===== src/rtl/tbec_rsc_encoder_wr.sv =====
// TBEC RSC write-path encoder: two-stage pipeline that turns 16-bit data words into
// 32-bit codewords, with a one-shot error-injection mask applied to a single word.
module tbec_rsc_encoder_wr #(
  parameter int ADDR_W = 8
) (
  input  logic              clk,
  input  logic              rst_n,
  input  logic              in_valid,
  output logic              in_ready,
  input  logic [0:15]       in_data,
  input  logic [ADDR_W-1:0] in_addr,
  input  logic              inj_arm,
  input  logic [0:31]       inj_mask,
  output logic              mem_req,
  input  logic              mem_gnt,
  output logic [ADDR_W-1:0] mem_addr,
  output logic [0:31]       mem_wdata,
  output logic              inj_done,
  output logic [15:0]       wr_count
);

  typedef enum logic [0:0] {
    INJ_IDLE  = 1'b0,
    INJ_ARMED = 1'b1
  } inj_state_e;

  function automatic logic [0:15] tbec_redundancy(input logic [0:15] d);
    logic [0:15] r;
    r[0]  = d[0]  ^ d[2]  ^ d[5]  ^ d[7];
    r[1]  = d[9]  ^ d[11] ^ d[12] ^ d[14];
    r[2]  = d[1]  ^ d[3]  ^ d[4]  ^ d[6];
    r[3]  = d[8]  ^ d[10] ^ d[13] ^ d[15];
    r[4]  = d[0]  ^ d[1]  ^ d[4]  ^ d[5];
    r[5]  = d[10] ^ d[11] ^ d[14] ^ d[15];
    r[6]  = d[2]  ^ d[3]  ^ d[6]  ^ d[7];
    r[7]  = d[8]  ^ d[9]  ^ d[12] ^ d[13];
    r[8]  = d[0]  ^ d[8];
    r[9]  = d[4]  ^ d[12];
    r[10] = d[1]  ^ d[9];
    r[11] = d[5]  ^ d[13];
    r[12] = d[2]  ^ d[10];
    r[13] = d[6]  ^ d[14];
    r[14] = d[3]  ^ d[11];
    r[15] = d[7]  ^ d[15];
    return r;
  endfunction

  inj_state_e        inj_state_r, inj_state_s;
  logic [0:31]       inj_mask_r;
  logic              tag_s;

  logic              s1_valid_r;
  logic [0:15]       s1_data_r;
  logic [ADDR_W-1:0] s1_addr_r;
  logic              s1_tag_r;

  logic              s2_valid_r;
  logic [0:31]       s2_cw_r;
  logic [ADDR_W-1:0] s2_addr_r;
  logic              s2_tag_r;

  logic              inj_done_r;
  logic [15:0]       wr_count_r;

  logic              s2_free_s;
  logic              s1_move_s;
  logic              accept_s;
  logic [0:31]       s1_cw_s;

  // Pipeline handshake: S2 drains on grant, S1 advances into a free S2.
  always_comb begin
    s2_free_s = s2_valid_r & mem_gnt;
    s1_move_s = s1_valid_r & (~s2_valid_r | s2_free_s);
    in_ready  = rst_n & (~s1_valid_r | s1_move_s);
    accept_s  = in_valid & in_ready;
    if (s1_tag_r) begin
      s1_cw_s = {s1_data_r, tbec_redundancy(s1_data_r)} ^ inj_mask_r;
    end else begin
      s1_cw_s = {s1_data_r, tbec_redundancy(s1_data_r)};
    end
  end

  // Injection FSM state register.
  always_ff @(posedge clk or negedge rst_n) begin
    if (!rst_n) begin
      inj_state_r <= INJ_IDLE;
    end else begin
      inj_state_r <= inj_state_s;
    end
  end

  // Injection FSM next state; a re-arm while armed is ignored.
  always_comb begin
    inj_state_s = inj_state_r;
    case (inj_state_r)
      INJ_IDLE: begin
        if (inj_arm) begin
          inj_state_s = INJ_ARMED;
        end else begin
          inj_state_s = INJ_IDLE;
        end
      end
      INJ_ARMED: begin
        if (accept_s) begin
          inj_state_s = INJ_IDLE;
        end else begin
          inj_state_s = INJ_ARMED;
        end
      end
      default: inj_state_s = INJ_IDLE;
    endcase
  end

  // Injection FSM output: tag the word accepted while armed.
  always_comb begin
    tag_s = 1'b0;
    case (inj_state_r)
      INJ_IDLE:  tag_s = 1'b0;
      INJ_ARMED: tag_s = accept_s;
      default:   tag_s = 1'b0;
    endcase
  end

  // Mask is captured only when arming from idle, so the first mask wins.
  always_ff @(posedge clk or negedge rst_n) begin
    if (!rst_n) begin
      inj_mask_r <= 32'h0000_0000;
    end else if ((inj_state_r == INJ_IDLE) && inj_arm) begin
      inj_mask_r <= inj_mask;
    end
  end

  // Stage S1: input register.
  always_ff @(posedge clk or negedge rst_n) begin
    if (!rst_n) begin
      s1_valid_r <= 1'b0;
      s1_data_r  <= 16'h0000;
      s1_addr_r  <= {ADDR_W{1'b0}};
      s1_tag_r   <= 1'b0;
    end else if (accept_s) begin
      s1_valid_r <= 1'b1;
      s1_data_r  <= in_data;
      s1_addr_r  <= in_addr;
      s1_tag_r   <= tag_s;
    end else if (s1_move_s) begin
      s1_valid_r <= 1'b0;
    end
  end

  // Stage S2: codeword register, held stable until granted.
  always_ff @(posedge clk or negedge rst_n) begin
    if (!rst_n) begin
      s2_valid_r <= 1'b0;
      s2_cw_r    <= 32'h0000_0000;
      s2_addr_r  <= {ADDR_W{1'b0}};
      s2_tag_r   <= 1'b0;
    end else if (s1_move_s) begin
      s2_valid_r <= 1'b1;
      s2_cw_r    <= s1_cw_s;
      s2_addr_r  <= s1_addr_r;
      s2_tag_r   <= s1_tag_r;
    end else if (s2_free_s) begin
      s2_valid_r <= 1'b0;
      s2_tag_r   <= 1'b0;
    end
  end

  // Grant bookkeeping: injection-done pulse and saturating write counter.
  always_ff @(posedge clk or negedge rst_n) begin
    if (!rst_n) begin
      inj_done_r <= 1'b0;
      wr_count_r <= 16'h0000;
    end else begin
      inj_done_r <= s2_free_s & s2_tag_r;
      if (s2_free_s && (wr_count_r != 16'hFFFF)) begin
        wr_count_r <= wr_count_r + 16'd1;
      end
    end
  end

  assign mem_req   = s2_valid_r;
  assign mem_addr  = s2_addr_r;
  assign mem_wdata = s2_cw_r;
  assign inj_done  = inj_done_r;
  assign wr_count  = wr_count_r;

endmodule


===== config.mk =====
export PLATFORM = sky130hd
export DESIGN_NAME = tbec_rsc_encoder_wr
export DESIGN_NICKNAME = d
export VERILOG_FILES = /design/src/rtl/tbec_rsc_encoder_wr.sv
export SDC_FILE = /design/constraint.sdc
export NUM_CORES = 1
export LEC_CHECK = 0
export ABC_AREA = 1
export CAP_MARGIN = 20
export CORE_ASPECT_RATIO = 0.75
export CORE_MARGIN = 4
export CORE_UTILIZATION = 55
export DETAILED_ROUTE_END_ITERATION = 8
export PLACE_DENSITY_LB_ADDON = 0.3
export SYNTH_ARGS = -nofsm -noshare
export SYNTH_HDL_FRONTEND = slang
export SYNTH_SLANG_ARGS = --single-unit

===== constraint.sdc =====
create_clock -name clk -period 4.5 [get_ports clk]
set_input_delay 0.9 -clock clk [delete_from_list [all_inputs] [get_ports clk]]
set_output_delay 0.9 -clock clk [all_outputs]
set_load 0.02 [all_outputs]

* After elaboration in Yosys (flattened, before gate mapping)
Cells that the tools add are included.
** Storage, ports and cells
- Bits of input ports :: 61
- Word-level logic and storage cells :: 71
- Bits in registers :: 118
** Operators by class
- Equal/unequal tests :: 1
- Bitwise operators :: 43
- Reduce and logical (&&, ||, !) cells :: 4
- Multiplexer cells :: 10
- $add $sub $neg :: 1
** Operator list (number)
- two-way mux 32 bit :: 1
- XOR 1 bit :: 32
- XOR 32 bit :: 1
- adder 16 x 1 -> 16 bit (second input constant) :: 1
- inequality test 16 bit (second input constant) :: 1
- two-way mux 1 bit :: 7
- AND 1 bit :: 5
- one-hot mux 1 bit (2 select lines) :: 2
- nonzero test 2 bit :: 2
- NOT 1 bit :: 3
- logical AND 1 bit :: 2
- OR 1 bit :: 2

* Longest topological paths before layout
Gate-level depths: netlist of the first run.
- Depth in word-level cells :: 8
- Gate-level depth with buffers :: 9
- Depth with buffers taken out :: 8

* Least setup slack after synthesis of the first run
OpenSTA, ideal clock, no wires.
- Path type :: in2out
- Start point :: in mem_gnt
- End point :: out in_ready
- Cell stages on the path :: 4
- Data arrival time :: 1.200 ns
- Required time :: 3.600 ns
- Slack :: 2.400 ns
- Cell sequence :: inv_1 -> nand3_1 -> nand2_1 -> inv_1
** Between the ends
- Longest elaborated chain between the ends :: 5
** RTL lines
- from (decl) :: line 15 : input logic mem_gnt,
- AND 1 bit :: line 72 : s2_free_s = s2_valid_r & mem_gnt;
- OR 1 bit :: line 73 : s1_move_s = s1_valid_r & (~s2_valid_r | s2_free_s);
- AND 1 bit :: line 73
- OR 1 bit :: line 74 : in_ready = rst_n & (~s1_valid_r | s1_move_s);
- AND 1 bit :: line 74
- to (decl) :: line 9 : output logic in_ready,
Every way passes these cells.

* Worst setup path after layout of the first run
Same ends and word-level chain as after synthesis.

==> results of run 1 <==
[metal layers]
metal  vias to the layer above  part of all wire [%]
met3                        25                   7.2
li1                       2192                     -
met5                         -                     0
met1                      2366                    42
met4                         0                   1.3
met2                       188                    50
[synth_stat cells (all sizes together)]
master / number / area share [%]
dfrtp: 118 / 52
nand3b: 8 / 1.1
mux2: 32 / 6.3
clkbuf: 8 / 0.53
xor2: 32 / 4.9
o22ai: 1 / 0.11
inv: 36 / 2.4
clkinv: 1 / 0.066
nor2: 20 / 1.7
o21ai: 53 / 5.0
xnor2: 29 / 4.5
ha: 1 / 0.22
nand3: 20 / 1.8
buf: 29 / 2.9
nand4: 6 / 0.66
nor3: 1 / 0.088
nand2: 237 / 16
[worst max path at each step]
stage / endpoint / start / slack, ns
global placement: s1_addr_r[6] / mem_gnt / 1.34
detailed placement: s1_addr_r[4] / mem_gnt / 1.17
floorplan: in_ready / mem_gnt / 2.40
CTS: in_ready / mem_gnt / 1.30
finish: in_ready / mem_gnt / 1.31
global route: in_ready / mem_gnt / 1.20
[final cells by class]
cell class,count,share of cell area [%]
multi-input combinational,440,31.9
tap,132,2.19
clock buffer,22,6.16
sequential,118,39.2
inverter,37,1.84
timing repair buffer,123,16.4
clock inverter,10,2.32
[sequential cells by signal, summed over array words and instances (netlist names)]
signal / flops
wr_count: 16
inj_mask_r: 32
s1_valid_r: 1
s1_tag_r: 1
mem_wdata: 32
s1_addr_r: 8
inj_done: 1
s1_data_r: 16
mem_req: 1
mem_addr: 8
inj_state_r: 1
s2_tag_r: 1
[through the flow]
step                utilization, %  hold WS (ns)  power (mW)  setup slack [ns]
finish                        76.5         0.476        4.73              1.31
floorplan                        -         0.442        2.56              2.40
CTS                           76.5         0.486        4.74              1.30
global route                  76.5         0.508        4.96              1.20
detailed placement            70.0         0.470        3.23              1.17
global placement              69.7         0.464        3.13              1.34
[power by group through the flow]
stage	registers, mW	logic, mW	clock network [mW]
2_1_floorplan	1.83	0.729	0
6_report	1.73	1.53	1.47
5_1_grt	1.76	1.67	1.53
3_3_place_gp	1.72	1.41	0
3_5_place_dp	1.72	1.50	0
4_1_cts	1.72	1.54	1.48
[worst max-delay path, stage by stage]
cell	delay, ns
clkdlybuf4s50_1	0.48
inv_1	0.06
nand3_1	0.09
nand2_1	0.07
inv_1	0.09
clkdlybuf4s50_1	0.60
[cells by family (layout without fill, tap and decap cells)]
family                     Yosys count  in the layout  share of synthesized area (%)
muxes                               32             32                           6.34
DFF                                118            118                           51.9
and+or+nand+nor                    292            292                           21.1
adders and majority gates            1              1                          0.220
buffers and inverters               74            192                           5.85
xor gates and xnor gates            61             61                           9.40
AOI/OAI and AO/OA                   54             54                           5.11
==> metrics, run 1 <==
met3 GRT Util 6.93%; P&R area growth vs syn 32.6%; period utilization between 70% and 80%; worst reg2reg path startpoint mem_req; sw power ~1.6 mW; Finished Cell Area around 0.0075 mm^2; kind of critical path primary input to output port; vias in the first global route ~5000; final std cells w/o fill approximately 880; Top Usage Layer GRT met2; all-layer global routing usage between 20% and 30%; Vias roughly 4800; register area share after synthesis 51.9%; crit end category output port; GR Util met2 45.3%; most common cell after layout, fill and taps aside nand2_1; Max-slew headroom between 30% and 40%; most frequent cells in the layout nand2_1, dfrtp_1, clkdlybuf4s50_1; CP max FO 2; Ports 120; final setup vio count 0; status finished clean; clock share of power a little under a third; Hold Path Class primary input to asynchronous set/reset pin; syn nets a little under 700; Num CTS Buffers 17; nets@finish 799; die outline area 0.0120 mm^2; Std-Cell Rows 31; drt wl/cell ~17 um; DR pass1 iterations 5; hold_buf cts 0; synthesis warning total 0; Fillers 641; peak supply drop roughly 0.00038 V; Routed WL ~15 mm; average size of a mapped cell between 8 and 9 um^2; Worst-Margin Slew 0.949 ns; endpoints failing hold 0; DP Area just under 0.007 mm^2; Sequential Power Share about 37%; gr ovfl total 0; CTS tree built; number of remaining DRC errors 0; Worst Path Required around 3.6 ns; share of layout cells above drive strength 1 a little over a tenth; core area roughly 0.01 mm^2; Initial Utilization roughly 58%; synthesized instance count roughly 630; routing usage on met1 about 32%; pwr dens 627 mW/mm^2; Mapped Area around 0.0057 mm^2; clk_lat worst skew approximately 0.41 ns; Seq cells post-synth ~120; reg2reg end inj_state_r; Placed Instances between 800 and 900; drt initial violations ~370; HPWL after DPL roughly 10 mm; RSZ-0062 raised after global routing false; r2r worst-path depth 6; Final min period between 3 and 4 ns; postcts setup bufs 0; Logic pwr share 32.3%; die width around 130 um; Power Internal between 3 and 4 mW; CP arrival 2.29 ns; DIE HEIGHT 96.0 um; PostCTS Resize Cnt 0; Vias/cell between 5 and 6; htree depth 4; Port Buffers between 100 and 150; Worst-path clk slew roughly 0.050 ns; Switching Share about a third; initial antenna violation count 0; max-slew violation count 0; area occupied by multi-input gates 0.00240 mm^2; final setup TNS 0 ns; MaxCap Viol Count 0; fmax between 0.3 and 0.4 GHz; clock sinks ~120; first-pass GRT wire length 24.5 mm; skew final slightly below 0.008 ns; startpoint type of the worst setup path primary input; P_leak about 3.5 nW; largest net degree at the start of global routing between 70 and 80; clk root buf clkbuf_16; diodes inserted 0; Cell variety after synth 25; reg-to-reg slack, setup ~2.1 ns; GPL Wtd Cong roughly 0.85; Final ANT Viol Nets 0; maximum clock insertion buffer count 2; Reg area 0.00295 mm^2
Note: power is estimated with default switching activity, not from simulation.
==> run 2, diff against run 1 <==
CORE_UTILIZATION = 51   (was 55)
clock period = 3.3 ns   (was 4.5 ns; I/O delays follow)
==> run 2 against run 1 <==
Count of clock-buffer cells in the layout rose by 1. Clock skew rose by 0.0030 ns. Setup slack got worse by 0.73 ns. Die area rose by 7.3%. Power rose by 30%. Wire length fell by 6.8%. Largest cell class unchanged. Largest power group unchanged.
==> metrics, run 2 (same netlist as run 1, synthesis figures left out) <==
status finished clean (unchanged); DIE HEIGHT 99.4 um (was 96.0 um); drt wl/cell 15.7 um (was 17.1 um); postcts setup bufs 0 (unchanged); first-pass GRT wire length 23.5 mm (was 24.5 mm); die width 130 um (was 125 um); MaxCap Viol Count 0 (unchanged); maximum clock insertion buffer count 2 (unchanged); Routed WL 14.0 mm (was 15.0 mm); startpoint type of the worst setup path primary input (unchanged); CTS tree built (unchanged); Port Buffers 119 (unchanged); period utilization between 80 and 90%; clk_lat worst skew 0.41 ns (about the same); die outline area 0.0129 mm^2 (was 0.0120 mm^2); P_leak 3.44 nW (was 3.46 nW); CP max FO 2 (unchanged); Num CTS Buffers 17 (unchanged); most frequent cells in the layout nand2_1, dfrtp_1, clkdlybuf4s50_1 (unchanged); met3 GRT Util 5.74% (was 6.93%); endpoints failing hold 0 (unchanged); vias in the first global route 4769 (was 5047); clock sinks 118 (unchanged); Vias/cell 5.14 (was 5.41); Max-slew headroom 36.8% (was 36.7%); kind of critical path primary input to output port (unchanged); GR Util met2 39.5% (was 45.3%); diodes inserted 0 (unchanged); gr ovfl total 0 (unchanged); Final Core Density 68.9% (was 76.5%); share of layout cells above drive strength 1 11.2% (was 10.8%); Initial Utilization 52.1% (was 57.7%); Worst-Margin Slew 0.947 ns (was 0.949 ns); clk root buf clkbuf_16 (unchanged); Hold Worst Slack 0.352 ns (was 0.476 ns); fin worst setup slack 0.578 ns (was 1.31 ns); routing usage on met1 30.3% (was 32.0%); Std-Cell Rows 33 (was 31); max-slew violation count 0 (unchanged); final setup vio count 0 (unchanged); drt initial violations 260 (was 367); hold_buf cts 0 (unchanged); P&R area growth vs syn 32.0% (was 32.6%); final setup TNS 0 ns (unchanged); core area 0.0109 mm^2 (was 0.00985 mm^2); nets@finish 803 (was 799); Final ANT Viol Nets 0 (unchanged); number of remaining DRC errors 0 (unchanged); Ports 120 (unchanged); PostCTS Resize Cnt 0 (unchanged); Worst Path Required 2.64 ns (was 3.60 ns); fmax 0.367 GHz; initial antenna violation count 0 (unchanged); Top Usage Layer GRT met2 (unchanged); largest net degree at the start of global routing 78 (was 76); CP arrival 2.06 ns (was 2.29 ns); most common cell after layout, fill and taps aside nand2_1 (unchanged); peak supply drop 0.000576 V (was 0.000379 V); Final min period about 2.7 ns; HPWL after DPL 9.85 mm (was 10.0 mm); Placement Setup Slack 0.574 ns (was 1.17 ns); htree depth 4 (unchanged); Vias 4593 (was 4771); Worst-path clk slew 0.05 ns (about the same); all-layer global routing usage 23.4% (was 26.2%); DR pass1 iterations 4 (was 5); Hold Path Class primary input to asynchronous set/reset pin (unchanged); crit end category output port (unchanged); RSZ-0062 raised after global routing false (unchanged); GPL Wtd Cong 0.822 (was 0.849); pwr dens 821 mW/mm^2 (was 627 mW/mm^2); skew final 0.0108 ns (was 0.00782 ns)
run 2: changes by cell type in the layout (fill, tap and decap cells not counted), sizes merged:
cell / before / now
clkbuf: 22 / 23
bufinv: 5 / 2
clkinv: 6 / 5
buf: 5 / 9
clkinvlp: 0 / 2
run 2: layout make-up:
| cell class | instances | area, um^2 |
|---|---|---|
| Multi-Input combinational cell | 440 | 2400 |
| Sequential cell | 118 | 2950 |
| Fill cell | 814 | 3390 |
| Clock inverter | 8 | 98.8 |
| Inverter | 37 | 139 |
| Tap cell | 140 | 175 |
| Timing Repair Buffer | 127 | 1260 |
| Clock buffer | 23 | 478 |
run 2: layer usage:
| metal | wire length [um] | vias to the layer above |
|---|---|---|
| li1 | - | 2197 |
| met4 | 159 | 0 |
| met5 | 0 | - |
| met2 | 7030 | 128 |
| met1 | 5990 | 2254 |
| met3 | 847 | 14 |
run 2: through the flow:
stage | area, um^2 | cells | power (mW)
6_report | 7510 | 893 | 6.16
5_1_grt | 7510 | 893 | 6.51
4_1_cts | 7510 | 893 | 6.20
3_5_place_dp | 6930 | 862 | 4.37
3_3_place_gp | 6930 | 862 | 4.28
2_1_floorplan | 5680 | 632 | 3.48
run 2: report_power, final:
part	internal, mW	switching [mW]	total [mW]
Sequential	1.92	0.421	2.35
Combinational	0.997	1.03	2.03
Clock	1.16	0.628	1.79
Total	4.08	2.08	6.16
run 2: worst max-delay path, stage by stage:
cell	delay, ns
clkdlybuf4s50_1	0.50
inv_1	0.06
nand3_1	0.11
nand2_1	0.06
inv_1	0.07
clkdlybuf4s50_1	0.60
run 2: final timing paths:
kind,startpoint,endpoint,slack (ns),cells past startpoint
worst min-delay path,rst_n,mem_addr[1],0.35,2
worst max register to register,wr_count[0],wr_count[2],1.49,7
min in group clk,s1_addr_r[7],mem_addr[7],0.49,2
worst min register to register,s1_addr_r[7],mem_addr[7],0.49,2
worst max-delay path,mem_gnt,in_ready,0.58,6
max in group asynchronous,rst_n,s1_data_r[12],1.61,3
